$ cat src/rtl/keypad_scanner.sv
// 4x4 matrix keypad scanner: rotates an active-low row strobe, debounces whole-frame
// results and shifts accepted digits into an 8-digit BCD entry register.
module keypad_scanner #(
  parameter int SCAN_DIV = 1000,
  parameter int DEBOUNCE = 4
) (
  input  logic        clock,
  input  logic        reset,
  input  logic [3:0]  col_in,
  output logic [3:0]  row_out,
  output logic        key_valid,
  output logic [3:0]  key_code,
  output logic        key_held,
  output logic [31:0] BCD_out
);

  localparam int DIV_W = (SCAN_DIV > 1) ? $clog2(SCAN_DIV) : 1;
  localparam int DEB_W = $clog2(DEBOUNCE + 1);

  typedef enum logic [1:0] {
    IDLE,
    DEB_PRESS,
    PRESSED,
    DEB_RELEASE
  } state_t;

  state_t             state, state_n;
  logic [DEB_W-1:0]   cnt, cnt_n;
  logic [3:0]         cand, cand_n;
  logic               commit;

  logic [3:0]         col_meta, col_sync;
  logic [DIV_W-1:0]   div_cnt;
  logic [1:0]         row;
  logic               row_end, frame_end;

  logic [1:0]         acc_cnt;
  logic [3:0]         acc_code;
  logic [3:0]         row_hits;
  logic [2:0]         row_pop;
  logic [1:0]         col_idx;
  logic [1:0]         tot_cnt;
  logic [3:0]         tot_code;
  logic               res_none, res_single;

  function automatic logic [3:0] key_map(input logic [1:0] r, input logic [1:0] c);
    logic [3:0] code;
    case ({r, c})
      4'h0: code = 4'h1;  4'h1: code = 4'h2;  4'h2: code = 4'h3;  4'h3: code = 4'hA;
      4'h4: code = 4'h4;  4'h5: code = 4'h5;  4'h6: code = 4'h6;  4'h7: code = 4'hB;
      4'h8: code = 4'h7;  4'h9: code = 4'h8;  4'hA: code = 4'h9;  4'hB: code = 4'hC;
      4'hC: code = 4'hE;  4'hD: code = 4'h0;  4'hE: code = 4'hF;  default: code = 4'hD;
    endcase
    return code;
  endfunction

  assign row_out   = ~(4'b0001 << row);
  assign row_end   = (div_cnt == DIV_W'(SCAN_DIV - 1));
  assign frame_end = row_end && (row == 2'd3);
  assign key_held  = (state == PRESSED) || (state == DEB_RELEASE);

  always_ff @(posedge clock or negedge reset) begin
    if (!reset) begin
      col_meta <= '0;
      col_sync <= '0;
    end else begin
      col_meta <= col_in;
      col_sync <= col_meta;
    end
  end

  // Free-running row scan; the FSM never stalls it.
  always_ff @(posedge clock or negedge reset) begin
    if (!reset) begin
      div_cnt <= '0;
      row     <= '0;
    end else if (row_end) begin
      div_cnt <= '0;
      row     <= row + 2'd1;
    end else begin
      div_cnt <= div_cnt + 1'b1;
    end
  end

  assign row_hits = ~col_sync;

  always_comb begin
    row_pop = {2'b00, row_hits[0]} + {2'b00, row_hits[1]}
            + {2'b00, row_hits[2]} + {2'b00, row_hits[3]};
    col_idx = 2'd3;
    if (row_hits[0])      col_idx = 2'd0;
    else if (row_hits[1]) col_idx = 2'd1;
    else if (row_hits[2]) col_idx = 2'd2;
  end

  // Running frame tally including this row's sample; count saturates at 2 (= MULTI).
  always_comb begin
    tot_cnt  = acc_cnt;
    tot_code = acc_code;
    if (row_pop != 3'd0) begin
      if (acc_cnt == 2'd0 && row_pop == 3'd1) begin
        tot_cnt  = 2'd1;
        tot_code = key_map(row, col_idx);
      end else begin
        tot_cnt  = 2'd2;
      end
    end
  end

  assign res_none   = (tot_cnt == 2'd0);
  assign res_single = (tot_cnt == 2'd1);

  always_ff @(posedge clock or negedge reset) begin
    if (!reset) begin
      acc_cnt  <= '0;
      acc_code <= '0;
    end else if (frame_end) begin
      acc_cnt  <= '0;
      acc_code <= '0;
    end else if (row_end) begin
      acc_cnt  <= tot_cnt;
      acc_code <= tot_code;
    end
  end

  always_ff @(posedge clock or negedge reset) begin
    if (!reset) begin
      state <= IDLE;
      cnt   <= '0;
      cand  <= '0;
    end else begin
      state <= state_n;
      cnt   <= cnt_n;
      cand  <= cand_n;
    end
  end

  // MULTI counts as absent while idle/debouncing a press, but as present once held.
  always_comb begin
    state_n = state;
    cnt_n   = cnt;
    cand_n  = cand;
    commit  = 1'b0;
    if (frame_end) begin
      case (state)
        IDLE: begin
          if (res_single) begin
            state_n = DEB_PRESS;
            cand_n  = tot_code;
            cnt_n   = DEB_W'(1);
          end
        end
        DEB_PRESS: begin
          if (res_single && tot_code == cand) begin
            if (cnt == DEB_W'(DEBOUNCE - 1)) begin
              state_n = PRESSED;
              commit  = 1'b1;
            end else begin
              cnt_n = cnt + 1'b1;
            end
          end else begin
            state_n = IDLE;
          end
        end
        PRESSED: begin
          if (res_none) begin
            state_n = DEB_RELEASE;
            cnt_n   = DEB_W'(1);
          end
        end
        DEB_RELEASE: begin
          if (res_none) begin
            if (cnt == DEB_W'(DEBOUNCE - 1)) state_n = IDLE;
            else                             cnt_n   = cnt + 1'b1;
          end else begin
            state_n = PRESSED;
          end
        end
        default: state_n = IDLE;
      endcase
    end
  end

  // '#' backspaces, '*' clears, digits shift in at the low end, A-D only pulse.
  always_ff @(posedge clock or negedge reset) begin
    if (!reset) begin
      key_valid <= 1'b0;
      key_code  <= '0;
      BCD_out   <= '0;
    end else begin
      key_valid <= commit;
      if (commit) begin
        key_code <= cand;
        if (cand <= 4'd9)       BCD_out <= {BCD_out[27:0], cand};
        else if (cand == 4'hF)  BCD_out <= {4'h0, BCD_out[31:4]};
        else if (cand == 4'hE)  BCD_out <= '0;
      end
    end
  end

endmodule

$ cat config.mk
export PLATFORM = sky130hd
export DESIGN_NAME = keypad_scanner
export DESIGN_NICKNAME = d
export VERILOG_FILES = /design/src/rtl/keypad_scanner.sv
export SDC_FILE = /design/constraint.sdc
export NUM_CORES = 1
export LEC_CHECK = 0
export BUFFER_PORTS_ARGS = -buffer_cell sky130_fd_sc_hd__buf_2
export CELL_PAD_IN_SITES_DETAIL_PLACEMENT = 1
export CELL_PAD_IN_SITES_GLOBAL_PLACEMENT = 1
export CORE_MARGIN = 4
export CORE_UTILIZATION = 25
export DETAILED_ROUTE_END_ITERATION = 10
export PLACE_DENSITY_LB_ADDON = 0.08
export SYNTH_ARGS = -nofsm -noshare
export SYNTH_HDL_FRONTEND = slang
export SYNTH_SLANG_ARGS = --single-unit
$ cat constraint.sdc
create_clock -name clock -period 2.8 [get_ports clock]
set_input_delay 0.56 -clock clock [delete_from_list [all_inputs] [get_ports clock]]
set_output_delay 0.56 -clock clock [all_outputs]
set_load 0.02 [all_outputs]
==> flow_summary.json, run 1 <==
{
  "status": "finished, violations left",
  "violations": "setup timing",
  "io_buffers": 47,
  "dp_cells": 596,
  "diodes": 0,
  "first_iter_violations": 125,
  "ir_drop_uv": 329,
  "antenna_found_initial": 0,
  "nNetsFinal": 458,
  "seqCellArea_sq_um": 1800,
  "vias": 2911,
  "final-instance-count-excl-fill": 621,
  "hold_path_class": "input port to async pin",
  "clock_skew_ps": 9.25,
  "crit_path_top_delay_cell": "fa_1",
  "p_leak_nw": 2.15,
  "synthFlopType": "dfrtp_1",
  "maxCapViolCount": 0,
  "numCtsBuffers": 9,
  "ys_types": 49,
  "finalWirelength_um": 9990,
  "path_max_fanout": 9,
  "syn-num-nets": 389,
  "grt.total_usage_pct": 12.6,
  "hold_viol": 0,
  "max-slew-margin-rel_pct": 71.0,
  "syn_area_sq_um": 3650,
  "final_layout_size_suffix_gt1_share_pct": 34.2,
  "crit_family": "adder cells",
  "synth_edf_count": 0,
  "place_area_sq_um": 4300,
  "clockBufferDepth": 2,
  "synthCells": 367,
  "cts_tree": "done",
  "cts_htree_levels": 3,
  "wl_per_cell_um": 16.1,
  "areaGrowthSynthToFinish_pct": 33.7,
  "period_share_pct": 105,
  "crit_start": "col_sync[3]$_DFF_PN0_",
  "grt.overflow.total": 0,
  "crit_top_cell": "ha_4",
  "cp.buffers_inverters": 3,
  "die_area_sq_um": 16600,
  "dp_hpwl_um": 6750,
  "yosysTopAreaCell": "dfrtp_1",
  "ios": 48,
  "grt_first_pass_wirelength_um": 16500,
  "fill_cells": 1604,
  "fmax_ghz": 0.340,
  "setup_violations": 40,
  "num_rows": 43,
  "endpoint_kind": "flip-flop",
  "numClockSinks": 72,
  "critical_path_arrival_ps": 3220,
  "crit_path_cell_trace": "fa_1, inv_2, ha_4, ha_4, nor2_4, nand2_4, mux2i_4, xor2_2, and2_4, and4_4, buf_12, clkbuf_16, nor2_1, a21oi_1",
  "regToRegSetupSlack_ps": -140,
  "rsz0062_at_grt": "yes",
  "hold_slack_ps": 152,
  "fp.dieW_um": 129,
  "root_buffer": "clkbuf_16",
  "post-route-min-period_ps": 2940,
  "ys_seq_area_share_pct": 49.4,
  "syn_area_per_cell_sq_um": 9.94,
  "clk_latency_ps": 340,
  "worstRegToRegCells": 14,
  "powerDensity_nw_per_um2": 475,
  "core_area_sq_um": 14100,
  "gp_congestion": 0.719,
  "async_flop_share_pct": 100,
  "die_y_um": 129,
  "multi_input_area_sq_um": 1860,
  "critPathRequiredTime_ps": 3070,
  "drtAntennaViolNets": 0,
  "stdcell_area_sq_um": 4870,
  "cp-start-kind": "flip-flop",
  "worst-setup-path-type": "flip-flop to flip-flop",
  "synth_area_leaders": "dfrtp_1 (49%), a22oi_1 (5.4%), ha_1 (5.1%)",
  "first_pass_iters": 4,
  "yosysTopAreaCellShare_pct": 49.4,
  "yosys_register_bits": 72,
  "vias_per_cell": 4.69,
  "cpPeakStageDelay_ps": 550,
  "drc": 0,
  "setup_slack_ps": -145,
  "worstMarginPinSlew_ps": 435,
  "r2r-start": "col_sync[3]$_DFF_PN0_",
  "clk_pin_slew_ps": 70,
  "grt_max_degree": 43,
  "first_global_vias": 3109,
  "reg2reg_to": "BCD_out[25]$_DFFE_PN0P_",
  "synth_warnings": 0,
  "finalMaxSlewViolations": 0,
  "floorplan.initialDensity_pct": 25.9
}
final cells by class:
type,count,share of cell area (%)
clock buffers,10,4.70
multi-input cells,253,38.1
clock inverters,6,0.898
well taps,180,4.62
flip-flops and latches,72,37.0
repair buffers,82,13.3
inverters,18,1.39
how the worst max path moves through the flow:
stage / endpoint / slack [ps] / depth (start not counted)
2_1_floorplan: key_code[0]$_DFFE_PN0P_ / -50 / 12
3_3_place_gp: cnt[2]$_DFFE_PN0P_ / -240 / 12
3_5_place_dp: BCD_out[27]$_DFFE_PN0P_ / -250 / 13
4_1_cts: BCD_out[24]$_DFFE_PN0P_ / -150 / 13
5_1_grt: BCD_out[15]$_DFFE_PN0P_ / -290 / 13
6_report: BCD_out[25]$_DFFE_PN0P_ / -140 / 14
power breakdown:
group	leakage, nW	internal, mW	switching (mW)
clock	0.121	0.601	0.473
sequential	0.973	1.05	0.00256
combinational	1.06	0.0903	0.103
cells by family (layout without fill, tap and decap cells):
logic type      Yosys count  after routing  synth area share, %
buf+inv                  42            116                 5.66
xor+xnor                 17             17                 4.08
flops                    72             72                 49.4
compound gates          102            102                 17.6
mux                      12             12                 3.74
fa+ha+maj                16             16                 5.69
simple gates            106            106                 13.8
synthesized netlist by cell type (2+ instances only):
cell	instances
dfrtp_1	72
nor2_1	45
a21oi_1	36
a22oi_1	26
nand2_1	23
o21ai_0	19
inv_1	18
ha_1	15
nand3_1	15
clkbuf_1	12
xnor2_1	10
xor2_1	7
mux2_2	6
buf_4	4
buf_6	4
mux2i_1	4
nor3_1	4
o31ai_1	4
buf_2	3
nand4b_1	3
nor2b_1	3
a22o_1	2
and4_1	2
nand4_1	2
o21a_1	2
o21ai_1	2
or3_1	2
registers in the layout, indices dropped and copies added, names as in the netlist:
name and cells:
BCD_out 32, div_cnt 10, acc_code 4, cand 4
col_meta 4, col_sync 4, key_code 4, cnt 3
acc_cnt 2, row 2, state 2, key_valid 1
metal layers:
metal	vias to the layer above	GRT usage (%)	part of all wire, %
met5	-	0	0
met4	0	3.89	1.3
met3	10	3.57	4.9
li1	1422	-	-
met2	54	21.1	49
met1	1425	15.8	45
cells in the final DEF, fill, tap and decap left out, types with 3 or more instances in the layout:
cell type    n
clkbuf_16   13
inv_1       17
buf_12       3
o21ai_0     14
nor2_1      35
clkinvlp_4   4
a21oi_2     11
buf_2       46
nand3_1     15
nor2_2       8
o21ai_1      4
xor2_1       5
nand4b_1     3
mux2_4       5
buf_4       23
o31ai_1      4
a22oi_1     26
buf_6        4
ha_1        13
nand2_1     20
a21oi_1     26
xnor2_1     10
mux2i_1      3
nor2b_1      3
o21ai_2      3
dfrtp_1     72
timing repair:
| item | CTS | global route |
|---|---|---|
| setup endpoints to repair | 40 | 44 |
| hold buffers | 0 | 0 |
| buffers inserted | 1 | 3 |
| cloned | 1 | 5 |
| resized for setup | 18 | 18 |
| pin swaps | 2 | 5 |
through the flow:
stage / power [mW] / setup TNS [ps] / worst slack, ps / util [%]
finish: 2.32 / -4080 / -145 / 34.6
global route: 2.44 / -10000 / -291 / 34.6
detailed placement: 1.25 / -8810 / -253 / 30.5
global placement: 1.25 / -8620 / -243 / 30.5
CTS: 2.37 / -4910 / -148 / 33.2
floorplan: 1.17 / -1040 / -47.1 / -
Power figures use the tool's default switching activity.
==> run 2: changes to the inputs <==
--- a/config.mk
+++ b/config.mk
@@ -6,8 +6,6 @@
 export NUM_CORES = 1
 export LEC_CHECK = 0
 export BUFFER_PORTS_ARGS = -buffer_cell sky130_fd_sc_hd__buf_2
-export CELL_PAD_IN_SITES_DETAIL_PLACEMENT = 1
-export CELL_PAD_IN_SITES_GLOBAL_PLACEMENT = 1
 export CORE_MARGIN = 4
 export CORE_UTILIZATION = 25
 export DETAILED_ROUTE_END_ITERATION = 10
==> flow_summary.json, run 2 (same netlist as run 1, synthesis figures left out) <==
{
  "worst-setup-path-type": "flip-flop to flip-flop",
  "ios": 48,
  "clock_skew_ps": 6.32,
  "route.met2.wl_um": 4330,
  "nNetsFinal": 454,
  "drtAntennaViolNets": 0,
  "final_layout_size_suffix_gt1_share_pct": 35.7,
  "setup_violations": 40,
  "clockBufferDepth": 2,
  "finalWirelength_um": 9260,
  "m1WireLength_um": 4340,
  "clk_latency_ps": 330,
  "post-route-min-period_ps": 2920,
  "hold_viol": 0,
  "grt.total_usage_pct": 11.3,
  "hold_path_class": "input port to flip-flop",
  "final-instance-count-excl-fill": 617,
  "powerDensity_nw_per_um2": 485,
  "grt_first_pass_wirelength_um": 14800,
  "endpoint_kind": "flip-flop",
  "diodes": 0,
  "finalMaxSlewViolations": 0,
  "fmax_ghz": 0.342,
  "dp_cells": 592,
  "p_leak_nw": 2.13,
  "max-slew-margin-rel_pct": 36.5,
  "io_buffers": 47,
  "grt.overflow.total": 0,
  "core_area_sq_um": 14100,
  "status": "finished, violations left",
  "top_layer": "met4",
  "first_pass_iters": 4,
  "fill_cells": 1451,
  "regToRegSetupSlack_ps": -120,
  "ir_drop_uv": 343,
  "vias": 2876,
  "setup_slack_ps": -125,
  "dp_hpwl_um": 6020,
  "die_y_um": 129,
  "r2r-start": "col_sync[3]$_DFF_PN0_",
  "numClockSinks": 72,
  "critPathRequiredTime_ps": 3020,
  "crit_path_top_delay_cell": "fa_1",
  "critical_path_arrival_ps": 3150,
  "crit_start": "col_sync[3]$_DFF_PN0_",
  "top_regs": "BCD_out: 32 flops, div_cnt: 10 flops",
  "clk_pin_slew_ps": 60,
  "rsz0062_at_grt": "yes",
  "worstMarginPinSlew_ps": 953,
  "areaGrowthSynthToFinish_pct": 33.8,
  "cts_htree_levels": 3,
  "place_area_sq_um": 4270,
  "numCtsBuffers": 9,
  "maxCapViolCount": 0,
  "drc": 0,
  "vias_per_cell": 4.66,
  "violations": "setup timing",
  "crit_path_cell_trace": "fa_1, inv_2, ha_4, ha_4, or3_4, nor3_4, nand3_1, nor2_2, and4_4, buf_12, clkbuf_16, a21oi_2",
  "largest_reg_flops": 32,
  "gp_congestion": 0.744,
  "grt_max_degree": 73,
  "die_area_sq_um": 16600,
  "max_flop_register": "BCD_out",
  "cpPeakStageDelay_ps": 550,
  "antenna_found_initial": 0,
  "fp.dieW_um": 129,
  "hold_start": "col_in[0]",
  "dr_wl_met3_um": 472,
  "first_global_vias": 2829,
  "cp-start-kind": "flip-flop",
  "num_rows": 43,
  "path_max_fanout": 8,
  "crit_top_cell": "ha_4",
  "wl_per_cell_um": 15.0,
  "floorplan.initialDensity_pct": 25.9,
  "mostFrequentLayoutCells": "dfrtp_1 (72), buf_2 (46), nor2_1 (40)",
  "final_common_cell": "dfrtp_1",
  "cts_tree": "done",
  "root_buffer": "clkbuf_16",
  "first_iter_violations": 94,
  "stdcell_area_sq_um": 4880,
  "period_share_pct": 104
}
## run 2: cell count changes in the layout (fill, tap and decap cells not counted), sizes merged
cell / delta
buf: -2
clkinv: +3
clkbuf: -1
bufinv: +1
clkinvlp: -4
inv: -1
## run 2: area by class of cell
| class | count | area, sq um | share of cell area, % |
|---|---|---|---|
| clock buffers | 11 | 233 | 4.77 |
| clock inverters | 5 | 57.6 | 1.18 |
| inverters | 18 | 67.6 | 1.38 |
| multi-input cells | 253 | 1910 | 39.2 |
| flip-flops and latches | 72 | 1800 | 36.9 |
| well taps | 180 | 225 | 4.61 |
| repair buffers | 78 | 582 | 11.9 |
## run 2: path summary, 6_finish.rpt
check                                               end  cells after the start
min in group asynchronous           key_valid$_DFF_PN0_                      1
worst min-delay path              col_meta[0]$_DFF_PN0_                      1
worst max register to register  BCD_out[11]$_DFFE_PN0P_                     12
worst max-delay path            BCD_out[11]$_DFFE_PN0P_                     12
worst min register to register    col_sync[0]$_DFF_PN0_                      0
max in group asynchronous          div_cnt[7]$_DFF_PN0_                      1
## run 2: power breakdown
part           leakage [nW]  internal (mW)  switching, mW  total [mW]
Sequential            0.973           1.05        0.00249        1.05
Clock                 0.143          0.690          0.434        1.12
Combinational          1.01         0.0923          0.104       0.196
## run 2: per-stage QoR
stage / setup TNS, ps / power (mW) / hold WS [ps] / util, % / setup WS [ps]
2_1_floorplan: -1040 / 1.17 / 264 / - / -47.1
3_3_place_gp: -8070 / 1.24 / 335 / 30.3 / -258
3_5_place_dp: -8450 / 1.24 / 335 / 30.3 / -258
4_1_cts: -4590 / 2.42 / 313 / 33.1 / -158
5_1_grt: -7980 / 2.49 / 319 / 34.6 / -234
6_report: -3550 / 2.37 / 329 / 34.6 / -125
## run 2: repair_timing
action / 4_1_cts / 5_1_grt
setup endpoints to repair: 40 / 42
pin swaps: 4 / 7
buffers inserted: 2 / 3
gates resized for setup: 17 / 30
hold buffers: 0 / 0
cloned: 1 / 3
## run 2: per-layer routing
layer / up-vias / track usage [%]
met3: 10 / 3.74
met1: 1387 / 14.6
li1: 1413 / -
met4: 0 / 3.77
met5: - / 0
met2: 66 / 17.9
## run 2: worst max-delay path, delay by kind of cell (launching register included)
family	cells	cell delay, ps
compound gates	1	50
fa+ha+maj	3	940
buf+inv	3	340
flops	1	380
simple gates	5	1080
==> run 3: changes to the inputs <==
--- a/config.mk
+++ b/config.mk
@@ -9,7 +9,7 @@
 export CORE_MARGIN = 4
 export CORE_UTILIZATION = 25
 export DETAILED_ROUTE_END_ITERATION = 10
-export PLACE_DENSITY_LB_ADDON = 0.08
+export PLACE_DENSITY_LB_ADDON = 0.2
 export SYNTH_ARGS = -nofsm -noshare
 export SYNTH_HDL_FRONTEND = slang
 export SYNTH_SLANG_ARGS = --single-unit
==> flow_summary.json, run 3 (same netlist as run 1, synthesis figures left out) <==
{
  "p_leak_nw": 2.11,
  "powerDensity_nw_per_um2": 503,
  "nNetsFinal": 452,
  "clockBufferDepth": 2,
  "path_max_fanout": 23,
  "dp_slack_ps": -246,
  "post-route-min-period_ps": 2930,
  "numCtsBuffers": 9,
  "p_total_mw": 2.39,
  "worst-setup-path-type": "flip-flop to flip-flop",
  "first_pass_iters": 4,
  "wl_per_cell_um": 14.0,
  "largest_reg_flops": 32,
  "ios": 48,
  "crit_path_top_delay_cell": "fa_1",
  "cts_htree_levels": 3,
  "drc": 0,
  "top_regs": "BCD_out: 32 flops, div_cnt: 10 flops",
  "violations": "setup timing",
  "ir_drop_uv": 253,
  "diodes": 0,
  "first_global_vias": 2887,
  "period_share_pct": 104,
  "maxCapViolCount": 0,
  "root_buffer": "clkbuf_16",
  "clk_pin_slew_ps": 60,
  "cpPeakStageDelay_ps": 550,
  "drtAntennaViolNets": 0,
  "mostFrequentLayoutCells": "dfrtp_1 (72), buf_2 (47), nor2_1 (41)",
  "worstMarginPinSlew_ps": 413,
  "grt_first_pass_wirelength_um": 14200,
  "place_area_sq_um": 4300,
  "rsz0062_at_grt": "yes",
  "vias": 2854,
  "fill_cells": 1444,
  "grt.overflow.total": 0,
  "crit_top_cell": "ha_4",
  "io_buffers": 47,
  "grt_max_degree": 73,
  "fp.dieW_um": 129,
  "max-slew-margin-rel_pct": 72.5,
  "finalSetupTns_ps": -2860,
  "cts_tree": "done",
  "fmax_ghz": 0.342,
  "hold_path_class": "input port to async pin",
  "core_area_sq_um": 14100,
  "critical_path_arrival_ps": 3170,
  "first_iter_violations": 207,
  "gp_congestion": 0.759,
  "num_rows": 43,
  "die_area_sq_um": 16600,
  "final_layout_size_suffix_gt1_share_pct": 32.5,
  "final_common_cell": "dfrtp_1",
  "dp_hpwl_um": 5800,
  "cp-start-kind": "flip-flop",
  "clk_latency_ps": 330,
  "max_flop_register": "BCD_out",
  "hold_viol": 0,
  "vias_per_cell": 4.65,
  "setup_slack_ps": -125,
  "numClockSinks": 72,
  "areaGrowthSynthToFinish_pct": 30.5,
  "clock_skew_ps": 9.71,
  "endpoint_kind": "flip-flop",
  "crit_path_cell_trace": "fa_1, inv_2, ha_4, ha_4, nor2_4, nand2_4, mux2i_4, xor2_2, and2_4, and4_4, buf_12, nor2_1, a21oi_1",
  "stdcell_area_sq_um": 4760,
  "floorplan.initialDensity_pct": 25.9,
  "finalWirelength_um": 8570,
  "status": "finished, violations left",
  "grt.total_usage_pct": 10.6,
  "antenna_found_initial": 0,
  "setup_violations": 40,
  "die_y_um": 129,
  "critPathRequiredTime_ps": 3040,
  "finalMaxSlewViolations": 0
}
## run 3: stage by stage
step                cells  utilization, %  hold WS (ps)
floorplan             367               -           264
global placement      595            30.5           336
detailed placement    595            30.5           335
CTS                   610            33.0           266
global route          614            33.8           278
finish                614            33.8           251
## run 3: area by class of cell
| type | instances | area (sq um) | share of cell area (%) |
|---|---|---|---|
| timing repair buffer | 76 | 515 | 10.8 |
| inverter | 18 | 67.6 | 1.42 |
| multi-input combinational | 253 | 1850 | 38.9 |
| tap | 180 | 225 | 4.73 |
| clock buffer | 11 | 243 | 5.10 |
| sequential | 72 | 1800 | 37.9 |
| clock inverter | 4 | 55.1 | 1.16 |
## run 3: critical path: cells and delay by family (launching register included)
family,cells,cell delay [ps]
fa+ha+maj,3,970
simple gates,5,650
flops,1,380
mux,1,280
buf+inv,2,210
xor+xnor,1,190
compound gates,1,130
## run 3: repair_timing
action / in CTS / in global routing
resized for setup: 14 / 14
setup buffers: 0 / 3
pin swaps: 2 / 3
hold buffers: 0 / 0
endpoints found under the setup margin: 40 / 40
gates cloned: 0 / 1
## run 3: path summary, 6_finish.rpt
kind / from / endpoint / slack [ps] / cells past startpoint
max: col_sync[3]$_DFF_PN0_ / BCD_out[24]$_DFFE_PN0P_ / -130 / 13
min: reset / key_code[3]$_DFFE_PN0P_ / 250 / 2
max reg2reg: col_sync[3]$_DFF_PN0_ / BCD_out[24]$_DFFE_PN0P_ / -130 / 13
min reg2reg: col_meta[2]$_DFF_PN0_ / col_sync[2]$_DFF_PN0_ / 340 / 0
max in group asynchronous: reset / state[1]$_DFFE_PN0P_ / 2240 / 2
min in group clock: col_in[0] / col_meta[0]$_DFF_PN0_ / 330 / 1
## run 3: layer usage
metal / vias up / wire length [um] / GRT usage, %
li1: 1401 / - / -
met3: 13 / 394 / 3.03
met4: 0 / 147 / 3.64
met5: - / 0 / 0
met1: 1390 / 4060 / 13.8
met2: 50 / 3960 / 16.8
## run 3: where the power goes
group	switching, mW	internal (mW)	total [mW]
Sequential	0.00242	1.05	1.05
Combinational	0.101	0.0956	0.196
Clock	0.434	0.712	1.15
